--- config.mk ---
export PLATFORM = sky130hd
export DESIGN_NAME = branch_resolve_unit_flat
export DESIGN_NICKNAME = d
export VERILOG_FILES = /design/src/rtl/branch_resolve_unit_pkg.sv /design/src/rtl/branch_resolve_unit_if.sv /design/src/rtl/branch_resolve_unit_cond_eval.sv /design/src/rtl/branch_resolve_unit.sv /design/src/flat_wrapper.sv
export SDC_FILE = /design/constraint.sdc
export NUM_CORES = 1
export LEC_CHECK = 0
export ABC_AREA = 1
export CORE_ASPECT_RATIO = 1.2
export CORE_UTILIZATION = 45
export CTS_CLUSTER_SIZE = 12
export DETAILED_ROUTE_END_ITERATION = 8
export PLACE_DENSITY = 0.79
export SLEW_MARGIN = 0
export SYNTH_ARGS = -nofsm -noshare
export SYNTH_HDL_FRONTEND = slang
export SYNTH_SLANG_ARGS = --single-unit
--- constraint.sdc ---
create_clock -name clk -period 2.2 [get_ports clk]
set_clock_uncertainty 0.05 [all_clocks]
set_input_delay 0.44 -clock clk [delete_from_list [all_inputs] [get_ports clk]]
set_output_delay 0.44 -clock clk [all_outputs]
set_load 0.01 [all_outputs]
--- src/rtl/branch_resolve_unit_pkg.sv ---
// Shared types for the branch resolve slice: branch kinds, ARM condition codes,
// FSM states and the condition-pass evaluation.
package branch_pkg;

  typedef enum logic [2:0] {
    BR_NONE  = 3'd0,
    BR_B     = 3'd1,
    BR_BL    = 3'd2,
    BR_BCOND = 3'd3,
    BR_CBZ   = 3'd4,
    BR_CBNZ  = 3'd5,
    BR_BR    = 3'd6
  } br_type_e;

  localparam logic [3:0] COND_EQ = 4'h0;
  localparam logic [3:0] COND_NE = 4'h1;
  localparam logic [3:0] COND_HS = 4'h2;
  localparam logic [3:0] COND_LO = 4'h3;
  localparam logic [3:0] COND_MI = 4'h4;
  localparam logic [3:0] COND_PL = 4'h5;
  localparam logic [3:0] COND_VS = 4'h6;
  localparam logic [3:0] COND_VC = 4'h7;
  localparam logic [3:0] COND_HI = 4'h8;
  localparam logic [3:0] COND_LS = 4'h9;
  localparam logic [3:0] COND_GE = 4'hA;
  localparam logic [3:0] COND_LT = 4'hB;
  localparam logic [3:0] COND_GT = 4'hC;
  localparam logic [3:0] COND_LE = 4'hD;
  localparam logic [3:0] COND_AL = 4'hE;
  localparam logic [3:0] COND_NV = 4'hF;

  typedef enum logic [1:0] {
    ST_IDLE     = 2'd0,
    ST_REDIRECT = 2'd1,
    ST_FLUSH    = 2'd2
  } state_e;

  // flags are packed {N,Z,C,V}
  function automatic logic cond_pass(input logic [3:0] cond, input logic [3:0] flags);
    logic n, z, c, v;
    logic r;
    {n, z, c, v} = flags;
    case (cond)
      COND_EQ: r = z;
      COND_NE: r = !z;
      COND_HS: r = c;
      COND_LO: r = !c;
      COND_MI: r = n;
      COND_PL: r = !n;
      COND_VS: r = v;
      COND_VC: r = !v;
      COND_HI: r = c && !z;
      COND_LS: r = !c || z;
      COND_GE: r = (n == v);
      COND_LT: r = (n != v);
      COND_GT: r = !z && (n == v);
      COND_LE: r = z || (n != v);
      default: r = 1'b1;
    endcase
    return r;
  endfunction

endpackage

--- src/rtl/branch_resolve_unit_if.sv ---
// Execute-stage branch bus: branch operands in, PC redirect / flush / NZCV out.
interface branch_resolve_unit_if #(
  parameter int unsigned ADDR_W = 64
);
  logic              br_valid;
  logic [2:0]        br_type;
  logic [3:0]        cond;
  logic [ADDR_W-1:0] pc_in;
  logic [ADDR_W-1:0] imm_off;
  logic [ADDR_W-1:0] reg_val;
  logic              set_flags;
  logic [3:0]        alu_flags;
  logic              stall;
  logic              PCSrc;
  logic [ADDR_W-1:0] calcBranch;
  logic              flush;
  logic [3:0]        flags_q;

  modport master (
    output br_valid, br_type, cond, pc_in, imm_off, reg_val, set_flags, alu_flags, stall,
    input  PCSrc, calcBranch, flush, flags_q
  );

  modport slave (
    input  br_valid, br_type, cond, pc_in, imm_off, reg_val, set_flags, alu_flags, stall,
    output PCSrc, calcBranch, flush, flags_q
  );
endinterface

--- src/rtl/branch_resolve_unit_cond_eval.sv ---
// Combinational B.cond evaluator over the effective NZCV flags.
module cond_eval
  import branch_pkg::*;
(
  input  logic [3:0] cond,
  input  logic [3:0] flags,
  output logic       pass
);
  always_comb begin
    pass = cond_pass(cond, flags);
  end
endmodule

--- src/rtl/branch_resolve_unit.sv ---
// Execute-stage branch resolver: owns NZCV, computes redirect target, and
// sequences the IF/ID flush after each taken redirect.
module branch_resolve_unit
  import branch_pkg::*;
#(
  parameter int unsigned ADDR_W    = 64,
  parameter int unsigned FLUSH_CYC = 2
) (
  input logic                  clk,
  input logic                  rst,
  branch_resolve_unit_if.slave bus
);
  localparam int unsigned      CNT_W    = $clog2(FLUSH_CYC + 1);
  localparam logic [CNT_W-1:0] CNT_INIT = CNT_W'(FLUSH_CYC > 1 ? FLUSH_CYC - 2 : 0);

  state_e            state;
  logic [CNT_W-1:0]  cnt;
  logic [3:0]        flags_r;
  logic              pcsrc_r;
  logic              flush_r;
  logic [ADDR_W-1:0] calc_r;

  br_type_e          btype;
  logic [3:0]        flags_eff;
  logic              pass;
  logic              taken;
  logic              accept;
  logic              flag_we;
  logic [ADDR_W-1:0] seq_target;
  logic [ADDR_W-1:0] target;

  cond_eval u_cond_eval (
    .cond  (bus.cond),
    .flags (flags_eff),
    .pass  (pass)
  );

  always_comb begin
    btype      = br_type_e'(bus.br_type);
    flags_eff  = bus.set_flags ? bus.alu_flags : flags_r;
    seq_target = bus.pc_in + bus.imm_off;
    target     = (btype == BR_BR) ? bus.reg_val : seq_target;
    // Wrong-path instructions in REDIRECT/FLUSH neither branch nor write flags.
    accept     = bus.br_valid && !bus.stall && (state == ST_IDLE);
    flag_we    = bus.set_flags && !bus.stall && (state == ST_IDLE);
    case (btype)
      BR_B, BR_BL, BR_BR: taken = 1'b1;
      BR_BCOND:           taken = pass;
      BR_CBZ:             taken = (bus.reg_val == '0);
      BR_CBNZ:            taken = (bus.reg_val != '0);
      default:            taken = 1'b0;
    endcase
  end

  always_ff @(posedge clk) begin
    if (!rst) begin
      state   <= ST_IDLE;
      cnt     <= '0;
      flags_r <= '0;
      pcsrc_r <= 1'b0;
      flush_r <= 1'b0;
      calc_r  <= '0;
    end else begin
      if (flag_we) begin
        flags_r <= bus.alu_flags;
      end
      case (state)
        ST_IDLE: begin
          if (accept && taken) begin
            state   <= ST_REDIRECT;
            pcsrc_r <= 1'b1;
            flush_r <= 1'b1;
            calc_r  <= target;
          end
        end
        ST_REDIRECT: begin
          pcsrc_r <= 1'b0;
          if (FLUSH_CYC > 1) begin
            state <= ST_FLUSH;
            cnt   <= CNT_INIT;
          end else begin
            state   <= ST_IDLE;
            flush_r <= 1'b0;
          end
        end
        ST_FLUSH: begin
          if (cnt == '0) begin
            state   <= ST_IDLE;
            flush_r <= 1'b0;
          end else begin
            cnt <= cnt - CNT_W'(1);
          end
        end
        default: state <= ST_IDLE;
      endcase
    end
  end

  assign bus.PCSrc      = pcsrc_r;
  assign bus.flush      = flush_r;
  assign bus.calcBranch = calc_r;
  assign bus.flags_q    = flags_r;

endmodule

--- src/flat_wrapper.sv ---
// flat-port wrapper written by rule: the top's interface ports become plain ports
module branch_resolve_unit_flat import branch_pkg::*;
#(
  parameter int unsigned ADDR_W    = 64,
  parameter int unsigned FLUSH_CYC = 2
)
  (clk, rst, bus_br_valid, bus_br_type, bus_cond, bus_pc_in, bus_imm_off, bus_reg_val, bus_set_flags, bus_alu_flags, bus_stall, bus_PCSrc, bus_calcBranch, bus_flush, bus_flags_q);
  branch_resolve_unit_if #(.ADDR_W(ADDR_W)) bus_i ();
  input logic clk;
  input logic rst;
  input wire logic [$bits(bus_i.br_valid)-1:0] bus_br_valid;
  input wire logic [$bits(bus_i.br_type)-1:0] bus_br_type;
  input wire logic [$bits(bus_i.cond)-1:0] bus_cond;
  input wire logic [$bits(bus_i.pc_in)-1:0] bus_pc_in;
  input wire logic [$bits(bus_i.imm_off)-1:0] bus_imm_off;
  input wire logic [$bits(bus_i.reg_val)-1:0] bus_reg_val;
  input wire logic [$bits(bus_i.set_flags)-1:0] bus_set_flags;
  input wire logic [$bits(bus_i.alu_flags)-1:0] bus_alu_flags;
  input wire logic [$bits(bus_i.stall)-1:0] bus_stall;
  output wire logic [$bits(bus_i.PCSrc)-1:0] bus_PCSrc;
  output wire logic [$bits(bus_i.calcBranch)-1:0] bus_calcBranch;
  output wire logic [$bits(bus_i.flush)-1:0] bus_flush;
  output wire logic [$bits(bus_i.flags_q)-1:0] bus_flags_q;
  assign bus_i.br_valid = bus_br_valid;
  assign bus_i.br_type = bus_br_type;
  assign bus_i.cond = bus_cond;
  assign bus_i.pc_in = bus_pc_in;
  assign bus_i.imm_off = bus_imm_off;
  assign bus_i.reg_val = bus_reg_val;
  assign bus_i.set_flags = bus_set_flags;
  assign bus_i.alu_flags = bus_alu_flags;
  assign bus_i.stall = bus_stall;
  assign bus_PCSrc = bus_i.PCSrc;
  assign bus_calcBranch = bus_i.calcBranch;
  assign bus_flush = bus_i.flush;
  assign bus_flags_q = bus_i.flags_q;
  branch_resolve_unit #(.ADDR_W(ADDR_W), .FLUSH_CYC(FLUSH_CYC)) u_core (.clk(clk), .rst(rst), .bus(bus_i));
endmodule
==> results.json, run 1 <==
{
  "synth.yosys.warnings": 0,
  "post_synth_fa_ha_maj_area_fraction": 0.0845,
  "numCtsBuffers": 9,
  "globalRouteOverflowTotal": 180,
  "average_cell_area_after_synthesis_um2": 4.99,
  "row_count": 58,
  "seq_area_frac_synth": 0.152,
  "placement.io_buffers": 277,
  "worstEndpointType": "register data pin",
  "synth-simple-area-share": 0.506,
  "ys_ff_latch": 74,
  "combinational_family_with_the_most_area_after_synthesis": "simple AND/OR/NAND/NOR gates",
  "synth_top_flop_cell": "sky130_fd_sc_hd__dfxtp_1",
  "die_width_um": 136,
  "number_of_synthesized_flops_with_an_enable_pin": 0,
  "post_synth_num_cell_types": 32,
  "syn_area_mm2": 0.00972,
  "detailed_place_hpwl_um": 36900,
  "endpoint_with_the_least_setup_slack_after_the_last_global_route_repair": "u_core.bus.calcBranch[59]$_SDFFE_PN0P_/D",
  "synth-async-reset-ratio": 0,
  "die_height_um": 163,
  "cts.root.buffer_cell": "sky130_fd_sc_hd__clkbuf_16",
  "post_synth_mux_area_share": 0,
  "global_route_usage_over_all_layers": 0.771,
  "result_of_the_run": "did not finish",
  "final_estimated_routing_congestion_in_global_placement": 1.00,
  "flow.stopped_at": "5_1_grt",
  "clock_tree.buffer_depth": 2,
  "cts_sinks": 74,
  "synth-xor-area-share": 0.0180,
  "synth-compound-area-share": 0.0756,
  "syn_inst": 1948,
  "num_ports": 278,
  "placedInstanceArea_mm2": 0.0150,
  "grt_max_degree": 58,
  "ys_top_cells_by_area": "sky130_fd_sc_hd__nand2_1 32%, sky130_fd_sc_hd__dfxtp_1 15%, sky130_fd_sc_hd__inv_1 14%",
  "synth_top_area_share": 0.324,
  "yosysTopAreaCell": "sky130_fd_sc_hd__nand2_1",
  "htree_levels": 3,
  "initial_core_util": 0.462,
  "synth_nets": 2221,
  "first-error": "[ERROR GRT-0232] Routing congestion too high. Check the congestion heatmap in the GUI."
}
[repair_timing]
action,4_1_cts
resized for setup,627
endpoints found under the hold margin,0
hold buffers,0
buffers inserted,47
endpoints found under the setup margin,67
pin swaps,236
cloned,5
[through the flow]
step | hold WS [ns] | TNS (ns) | worst slack (ns) | instances
2_1_floorplan | 0.373 | 0 | 0.000562 | 1948
3_3_place_gp | 0.383 | -39.69 | -0.978 | 2752
3_5_place_dp | 0.397 | -43.13 | -1.01 | 2752
4_1_cts | 0.407 | 0 | 0.00000977 | 2819
[cell families after synthesis]
family / Yosys count
AND/OR/NAND/NOR: 1233
buffers and inverters: 412
AO/OA/AOI/OAI: 144
flip-flops: 74
adder cells (fa/ha/maj): 65
XOR/XNOR: 20
[cells in the mapped netlist (3+ instances only)]
| cell type | n |
|---|---|
| sky130_fd_sc_hd__a21oi_1 | 93 |
| sky130_fd_sc_hd__and3_1 | 4 |
| sky130_fd_sc_hd__buf_2 | 9 |
| sky130_fd_sc_hd__buf_4 | 3 |
| sky130_fd_sc_hd__clkbuf_1 | 20 |
| sky130_fd_sc_hd__dfxtp_1 | 74 |
| sky130_fd_sc_hd__ha_1 | 64 |
| sky130_fd_sc_hd__inv_1 | 371 |
| sky130_fd_sc_hd__inv_2 | 5 |
| sky130_fd_sc_hd__nand2_1 | 839 |
| sky130_fd_sc_hd__nand2_2 | 5 |
| sky130_fd_sc_hd__nand3_1 | 104 |
| sky130_fd_sc_hd__nand3b_1 | 7 |
| sky130_fd_sc_hd__nand4_1 | 12 |
| sky130_fd_sc_hd__nor2_1 | 223 |
| sky130_fd_sc_hd__nor3_1 | 18 |
| sky130_fd_sc_hd__nor3b_1 | 4 |
| sky130_fd_sc_hd__o21ai_0 | 43 |
| sky130_fd_sc_hd__o21ai_1 | 3 |
| sky130_fd_sc_hd__or2_2 | 12 |
| sky130_fd_sc_hd__xnor2_1 | 8 |
| sky130_fd_sc_hd__xor2_1 | 12 |
[routing by layer]
metal | global-route usage | GRT overflow
met5 | 0.123 | 0
met4 | 0.857 | 58
met2 | 0.970 | 117
met1 | 0.751 | 1
met3 | 0.570 | 4
==> run 2: changes to the inputs <==
- CORE_ASPECT_RATIO: 1.2 -> unset
- CORE_UTILIZATION: 45 -> 40
- CTS_CLUSTER_SIZE: 12 -> unset
- PLACE_DENSITY: 0.79 -> unset
- PLACE_DENSITY_LB_ADDON: unset -> 0.15
- clock period: 2.2 -> 2.9 ns (I/O delays scaled with it)
==> results.json, run 2 <==
{
  "cts_sinks": 74,
  "diodes_inserted": 0,
  "drv.max_cap_violation_count": 0,
  "wire_length_of_the_first_global_routing_pass_um": 61000,
  "htree_levels": 3,
  "die-area_mm2": 0.0249,
  "min_period_over_period": 0.958,
  "final_core_utilization": 0.627,
  "setup_slack_ns": 0.122,
  "final.min_clock_period_ns": 2.78,
  "globalRouteOverflowTotal": 0,
  "synth_common_cells": "839 x sky130_fd_sc_hd__nand2_1, 371 x sky130_fd_sc_hd__inv_1, 223 x sky130_fd_sc_hd__nor2_1",
  "placedInstanceArea_mm2": 0.0143,
  "tritoncts_clock_tree": "done",
  "detail_route.iter0.violations": 893,
  "wl_per_cell_um": 14.8,
  "synth-async-reset-ratio": 0,
  "ys_top_cells_by_area": "sky130_fd_sc_hd__nand2_1 32%, sky130_fd_sc_hd__dfxtp_1 15%, sky130_fd_sc_hd__inv_1 14%",
  "totalWireLength_um": 40500,
  "commonest_cells_after_routing_fill_and_taps_aside": "832 x sky130_fd_sc_hd__nand2_1, 370 x sky130_fd_sc_hd__inv_1, 277 x sky130_fd_sc_hd__clkdlybuf4s50_1",
  "highest_clock_rate_mhz": 360,
  "placement.io_buffers": 277,
  "row_count": 56,
  "synth_nets": 2221,
  "numCtsBuffers": 9,
  "max_slew_margin": 0.623,
  "cp_data_arrival_time_ns": 2.96,
  "most_common_cell_after_layout_fill_and_taps_aside": "sky130_fd_sc_hd__nand2_1",
  "firstDrtPassIters": 6,
  "drc": 0,
  "synth_top_area_share": 0.324,
  "static-leakage-power_nw": 8.09,
  "initial_core_util": 0.410,
  "setup.worst_path.start": "bus_pc_in[14]",
  "worst_skew_pair.late_latency_ns": 0.34,
  "final_worst_hold_slack_ns": 0.409,
  "final_estimated_routing_congestion_in_global_placement": 1.02,
  "post_synth_num_cell_types": 32,
  "via_count_of_the_routed_design": 13000,
  "placeableCoreArea_mm2": 0.0237,
  "hp-class": "reg -> reg",
  "clock_tree.buffer_depth": 2,
  "final-hold-violation-count": 0,
  "via_density_per_instance": 4.75,
  "power_density_mw_per_mm2": 319,
  "worst_path_max_delay_cell": "sky130_fd_sc_hd__clkdlybuf4s50_1",
  "tns_ns": 0,
  "cell_with_the_most_instances_after_synthesis": "sky130_fd_sc_hd__nand2_1",
  "antenna_found_initial": 0,
  "worstMarginPinSlew_ns": 0.561,
  "num_ports": 278,
  "r2r_start": "u_core.bus.flags_q[3]",
  "syn_inst": 1948,
  "critical_path.cell_chain": "clkdlybuf4s50_1 -> ha_2 -> nand2_1 -> nor2_2 -> buf_4 -> a21oi_1 -> nand2_1 -> nand2_1 -> nand2_1 -> nand3_1 -> nand2_1 -> o21ai_0 -> nor2_1 -> nor2_1 -> nor2_1",
  "crit_type": "in -> reg",
  "layout.cell_area.non_filler_mm2": 0.0149,
  "critical_path.max_fanout": 4,
  "syn_area_mm2": 0.00972,
  "ys_ff_latch": 74,
  "seq_area_frac_synth": 0.152,
  "first_global_vias": 11900,
  "largest_register_ffs": 64,
  "worst_path_largest_cell_delay_ns": 0.47,
  "yosysTopAreaCell": "sky130_fd_sc_hd__nand2_1",
  "cp-end-kind": "flip-flop",
  "min-delay-start": "u_core.cnt[0]",
  "global_route_usage_over_all_layers": 0.321,
  "cts.root.buffer_cell": "sky130_fd_sc_hd__clkbuf_16",
  "result_of_the_run": "finished, final reports clean",
  "detailed_place_hpwl_um": 34900,
  "place_worst_setup_slack_ns": -0.284,
  "drive_above_1_share": 0.125,
  "ir_drop_mv": 0.346,
  "timing.critical_path.required_ns": 3.08,
  "synth.yosys.warnings": 0,
  "route.antenna.remaining_nets": 0,
  "path_clk_slew_ns": 0.06,
  "die_height_um": 158,
  "synth_top_flop_cell": "sky130_fd_sc_hd__dfxtp_1",
  "number_of_synthesized_flops_with_an_enable_pin": 0,
  "average_cell_area_after_synthesis_um2": 4.99,
  "count_of_buffering_cells_on_the_critical_path_with_inverters_included": 2,
  "timing.critical_path.max_delay_family": "simple AND/OR/NAND/NOR gates",
  "num-nets-final": 2676,
  "critical_path.startpoint_type": "primary input",
  "number_of_max_slew_violations_in_the_final_report": 0,
  "die_width_um": 158,
  "final-setup-viol-count": 0,
  "area_growth_syn_to_layout_pct": 52.9,
  "grt_max_degree": 52,
  "crit_path_frequent_cell": "sky130_fd_sc_hd__nand2_1"
}
[run 2: cell counts after synthesis]
Identical to the previous run, type by type.
[run 2: logic make-up (layout without fill, tap and decap cells)]
family | after synthesis | after routing | share of synthesized area
AO/OA/AOI/OAI | 144 | 144 | 0.0756
XOR/XNOR | 20 | 20 | 0.0180
adder cells (fa/ha/maj) | 65 | 65 | 0.0845
buffers and inverters | 412 | 870 | 0.163
flip-flops | 74 | 74 | 0.152
AND/OR/NAND/NOR | 1233 | 1233 | 0.506
[run 2: area by class of cell]
type	count	area [um2]
inverters	376	1410
multi-input cells	1462	6890
clock inverters	5	81.3
fillers	2406	8820
well taps	319	399
repair buffers	480	4370
clock buffers	9	225
flip-flops and latches	74	1480
[run 2: path summary, 6_finish.rpt]
path | depth (start not counted) | slack (ns) | to
max | 15 | 0.12 | u_core.bus.calcBranch[47]
min | 1 | 0.41 | u_core.cnt[0]
max reg2reg | 15 | 0.91 | u_core.bus.calcBranch[17]
min reg2reg | 1 | 0.41 | u_core.cnt[0]
[run 2: layer usage]
layer	wire (um)	global-route usage	part of all wire
met5	0	0	0
met4	1220	0.110	0.030
met3	2830	0.0452	0.070
met2	17500	0.517	0.43
met1	18900	0.436	0.47
[run 2: metrics by stage]
stage | power (mW) | instances
after floorplan | 2.30 | 1948
after global placement | 3.49 | 2711
after detailed placement | 3.50 | 2711
after CTS | 4.67 | 2725
after global routing | 5.04 | 2725
final | 4.74 | 2725
[run 2: where the power goes]
group / switching (mW) / internal, mW
Sequential: 0.0338 / 1.08
Combinational: 1.34 / 1.12
Clock: 0.427 / 0.743
[run 2: timing repair]
action | CTS | global route
setup endpoints to repair | 0 | 33
hold buffers | 0 | 0
setup buffers | 0 | 0
resized for setup | 0 | 60
Note: power is estimated with default switching activity, not from simulation.
==> run 3: changes to the inputs <==
- SYNTH_HIERARCHICAL: unset -> 1
==> results.json, run 3 <==
{
  "placement.io_buffers": 277,
  "min_period_over_period": 0.971,
  "detailed_place_hpwl_um": 34800,
  "critical_path.cell_chain": "clkdlybuf4s50_1 -> ha_1 -> nand2_1 -> nor2_1 -> nand2_1 -> nor2_1 -> nand2_1 -> nand3_1 -> buf_4 -> xor2_1 -> o21ai_0 -> nor2_1 -> nor2_1",
  "synth_common_cells": "733 x sky130_fd_sc_hd__nand2_1, 344 x sky130_fd_sc_hd__inv_1, 268 x sky130_fd_sc_hd__nor2_1",
  "die-area_mm2": 0.0245,
  "drive_above_1_share": 0.110,
  "synth_top_area_share": 0.288,
  "yosysTopAreaCell": "sky130_fd_sc_hd__nand2_1",
  "max_slew_margin": 0.394,
  "cp-end-kind": "flip-flop",
  "timing.critical_path.required_ns": 3.07,
  "grt-busiest-layer": "met2",
  "setup_slack_ns": 0.0849,
  "number_of_synthesized_flops_with_an_enable_pin": 0,
  "worst_skew_pair.late_latency_ns": 0.33,
  "most_common_cell_after_layout_fill_and_taps_aside": "sky130_fd_sc_hd__nand2_1",
  "hold_depth": 2,
  "power_mw": 4.63,
  "final_worst_hold_slack_ns": 0.416,
  "detail_route.iter0.violations": 918,
  "highest_clock_rate_mhz": 355,
  "result_of_the_run": "finished, final reports clean",
  "layout.cell_area.non_filler_mm2": 0.0146,
  "cts_sinks": 74,
  "critical_path.max_fanout": 3,
  "static-leakage-power_nw": 7.93,
  "placeableCoreArea_mm2": 0.0235,
  "p_int_mw": 2.79,
  "largest_register_ffs": 64,
  "route.antenna.remaining_nets": 0,
  "ir_drop_mv": 0.315,
  "multi_input_gate_area_in_the_final_layout_mm2": 0.00673,
  "row_count": 56,
  "r2r_cells": 18,
  "first_global_vias": 12100,
  "use_met3": 0.0354,
  "wire_length_of_the_first_global_routing_pass_um": 62400,
  "numCtsBuffers": 9,
  "antenna_found_initial": 1,
  "area_growth_syn_to_layout_pct": 52.9,
  "via_density_per_instance": 4.90,
  "crit_path_frequent_cell": "sky130_fd_sc_hd__nor2_1",
  "global_route_usage_over_all_layers": 0.328,
  "reg2reg_slack_ns": 0.54,
  "commonest_cells_after_routing_fill_and_taps_aside": "724 x sky130_fd_sc_hd__nand2_1, 343 x sky130_fd_sc_hd__inv_1, 276 x sky130_fd_sc_hd__clkdlybuf4s50_1",
  "power_density_mw_per_mm2": 317,
  "p_switching_mw": 1.84,
  "power.share.sequential": 0.240,
  "num_ports": 278,
  "hp-class": "reg -> reg",
  "syn_inst": 1879,
  "num-nets-final": 2603,
  "tns_ns": 0,
  "worst_path_max_delay_cell": "sky130_fd_sc_hd__clkdlybuf4s50_1",
  "synth_nets": 2152,
  "via_count_of_the_routed_design": 13000,
  "average_cell_area_after_synthesis_um2": 5.09,
  "placedInstanceArea_mm2": 0.0141,
  "place_worst_setup_slack_ns": -0.311,
  "r2r_start": "u_core/bus.flags_q[3]",
  "final-setup-viol-count": 0,
  "crit_type": "in -> reg",
  "critical_path.startpoint_type": "primary input",
  "seq_area_frac_synth": 0.155,
  "drc": 0,
  "power.share.combinational": 0.530,
  "worstMarginPinSlew_ns": 0.902,
  "sequential_cell_area_mm2": 0.00148,
  "final-hold-violation-count": 0,
  "power.share.switching": 0.397,
  "critical_path.reg2reg.endpoint": "u_core/bus.calcBranch[55]",
  "global_route.usage.met2": 0.591,
  "tritoncts_clock_tree": "done",
  "grt_max_degree": 52,
  "diodes_inserted": 0,
  "use_met1": 0.403,
  "final_estimated_routing_congestion_in_global_placement": 0.967,
  "layout.filler_cells": 2395,
  "min-delay-start": "u_core/bus.calcBranch[39]",
  "post_synth_num_cell_types": 36,
  "timing.critical_path.max_delay_family": "simple AND/OR/NAND/NOR gates",
  "die_height_um": 157,
  "rsz0062_at_grt": "yes",
  "initial_core_util": 0.407,
  "hold_end": "u_core/bus.calcBranch[39]",
  "drv.max_cap_violation_count": 0,
  "number_of_max_slew_violations_in_the_final_report": 0,
  "syn_area_mm2": 0.00956,
  "firstDrtPassIters": 5,
  "ys_ff_latch": 74,
  "count_of_buffering_cells_on_the_critical_path_with_inverters_included": 2,
  "synth-async-reset-ratio": 0,
  "synth.yosys.warnings": 6,
  "wl_per_cell_um": 15.3,
  "globalRouteOverflowTotal": 0,
  "totalWireLength_um": 40700,
  "die_width_um": 157,
  "htree_levels": 3,
  "synth_top_flop_cell": "sky130_fd_sc_hd__dfxtp_1",
  "cp_data_arrival_time_ns": 2.98,
  "clock_power_share": 0.231,
  "cts.root.buffer_cell": "sky130_fd_sc_hd__clkbuf_16",
  "clock_tree.buffer_depth": 2,
  "worst_path_largest_cell_delay_ns": 0.41,
  "cell_with_the_most_instances_after_synthesis": "sky130_fd_sc_hd__nand2_1",
  "path_clk_slew_ns": 0.07,
  "final.min_clock_period_ns": 2.82,
  "ys_top_cells_by_area": "sky130_fd_sc_hd__nand2_1 29%, sky130_fd_sc_hd__dfxtp_1 15%, sky130_fd_sc_hd__inv_1 14%"
}
## run 3: cell types whose count changed after synthesis, sizes merged, moves of 9 or more
cell / delta
nand2: -105
nor2: +46
inv: -31
o21ai: +22
xnor2: +14
a21oi: +12
or2: -9
## run 3: cell families after synthesis
group / Yosys count / synth area share
AO/OA/AOI/OAI: 180 / 0.0966
XOR/XNOR: 27 / 0.0247
adder cells (fa/ha/maj): 65 / 0.0858
buffers and inverters: 379 / 0.153
flip-flops: 74 / 0.155
multiplexers: 1 / 0.00105
AND/OR/NAND/NOR: 1153 / 0.484
## run 3: worst max-delay path by stage
stage | from | end | depth (start not counted)
2_1_floorplan | bus_set_flags | u_core/bus.calcBranch[60] | 17
3_3_place_gp | bus_pc_in[10] | u_core/bus.calcBranch[39] | 13
3_5_place_dp | bus_pc_in[2] | u_core/bus.calcBranch[27] | 15
4_1_cts | bus_set_flags | u_core/bus.calcBranch[35] | 20
5_1_grt | bus_pc_in[12] | u_core/bus.calcBranch[25] | 15
6_report | bus_pc_in[16] | u_core/bus.calcBranch[21] | 13
## run 3: metal layers
| metal | vias up | share of wire |
|---|---|---|
| li1 | 6630 | - |
| met1 | 5815 | 0.42 |
| met2 | 479 | 0.48 |
| met3 | 70 | 0.064 |
| met4 | 2 | 0.032 |
| met5 | - | 0.00030 |
## run 3: area by class of cell
cell class,count,area share
Tap cell,319,0.0273
Timing Repair Buffer,473,0.303
Clock buffer,9,0.0154
Inverter,345,0.0886
Sequential cell,74,0.101
Clock inverter,7,0.00411
Multi-Input combinational cell,1427,0.460
## run 3: power by group through the flow
| stage | Combinational [mW] | Clock [mW] | Sequential [mW] |
|---|---|---|---|
| 3_5_place_dp | 2.38 | 0 | 1.13 |
| 5_1_grt | 2.69 | 1.12 | 1.12 |
| 4_1_cts | 2.39 | 1.08 | 1.11 |
| 3_3_place_gp | 2.36 | 0 | 1.13 |
| 2_1_floorplan | 1.12 | 0 | 1.15 |
| 6_report | 2.45 | 1.07 | 1.11 |
## run 3: worst min-delay path, cell delays in order (launching register included)
cell	delay, ns
sky130_fd_sc_hd__dfxtp_1	0.31
sky130_fd_sc_hd__nand2_1	0.06
sky130_fd_sc_hd__a21oi_1	0.05
## run 3: repair_timing
action,CTS,global route
buffers inserted,0,1
resized for setup,0,26
hold buffers,0,0
endpoints found under the setup margin,0,66
## run 3: metrics by stage
step                instances  utilization
finish                   2654        0.623
global placement         2631        0.601
global route             2654        0.623
CTS                      2647        0.614
floorplan                1879            -
detailed placement       2631        0.601
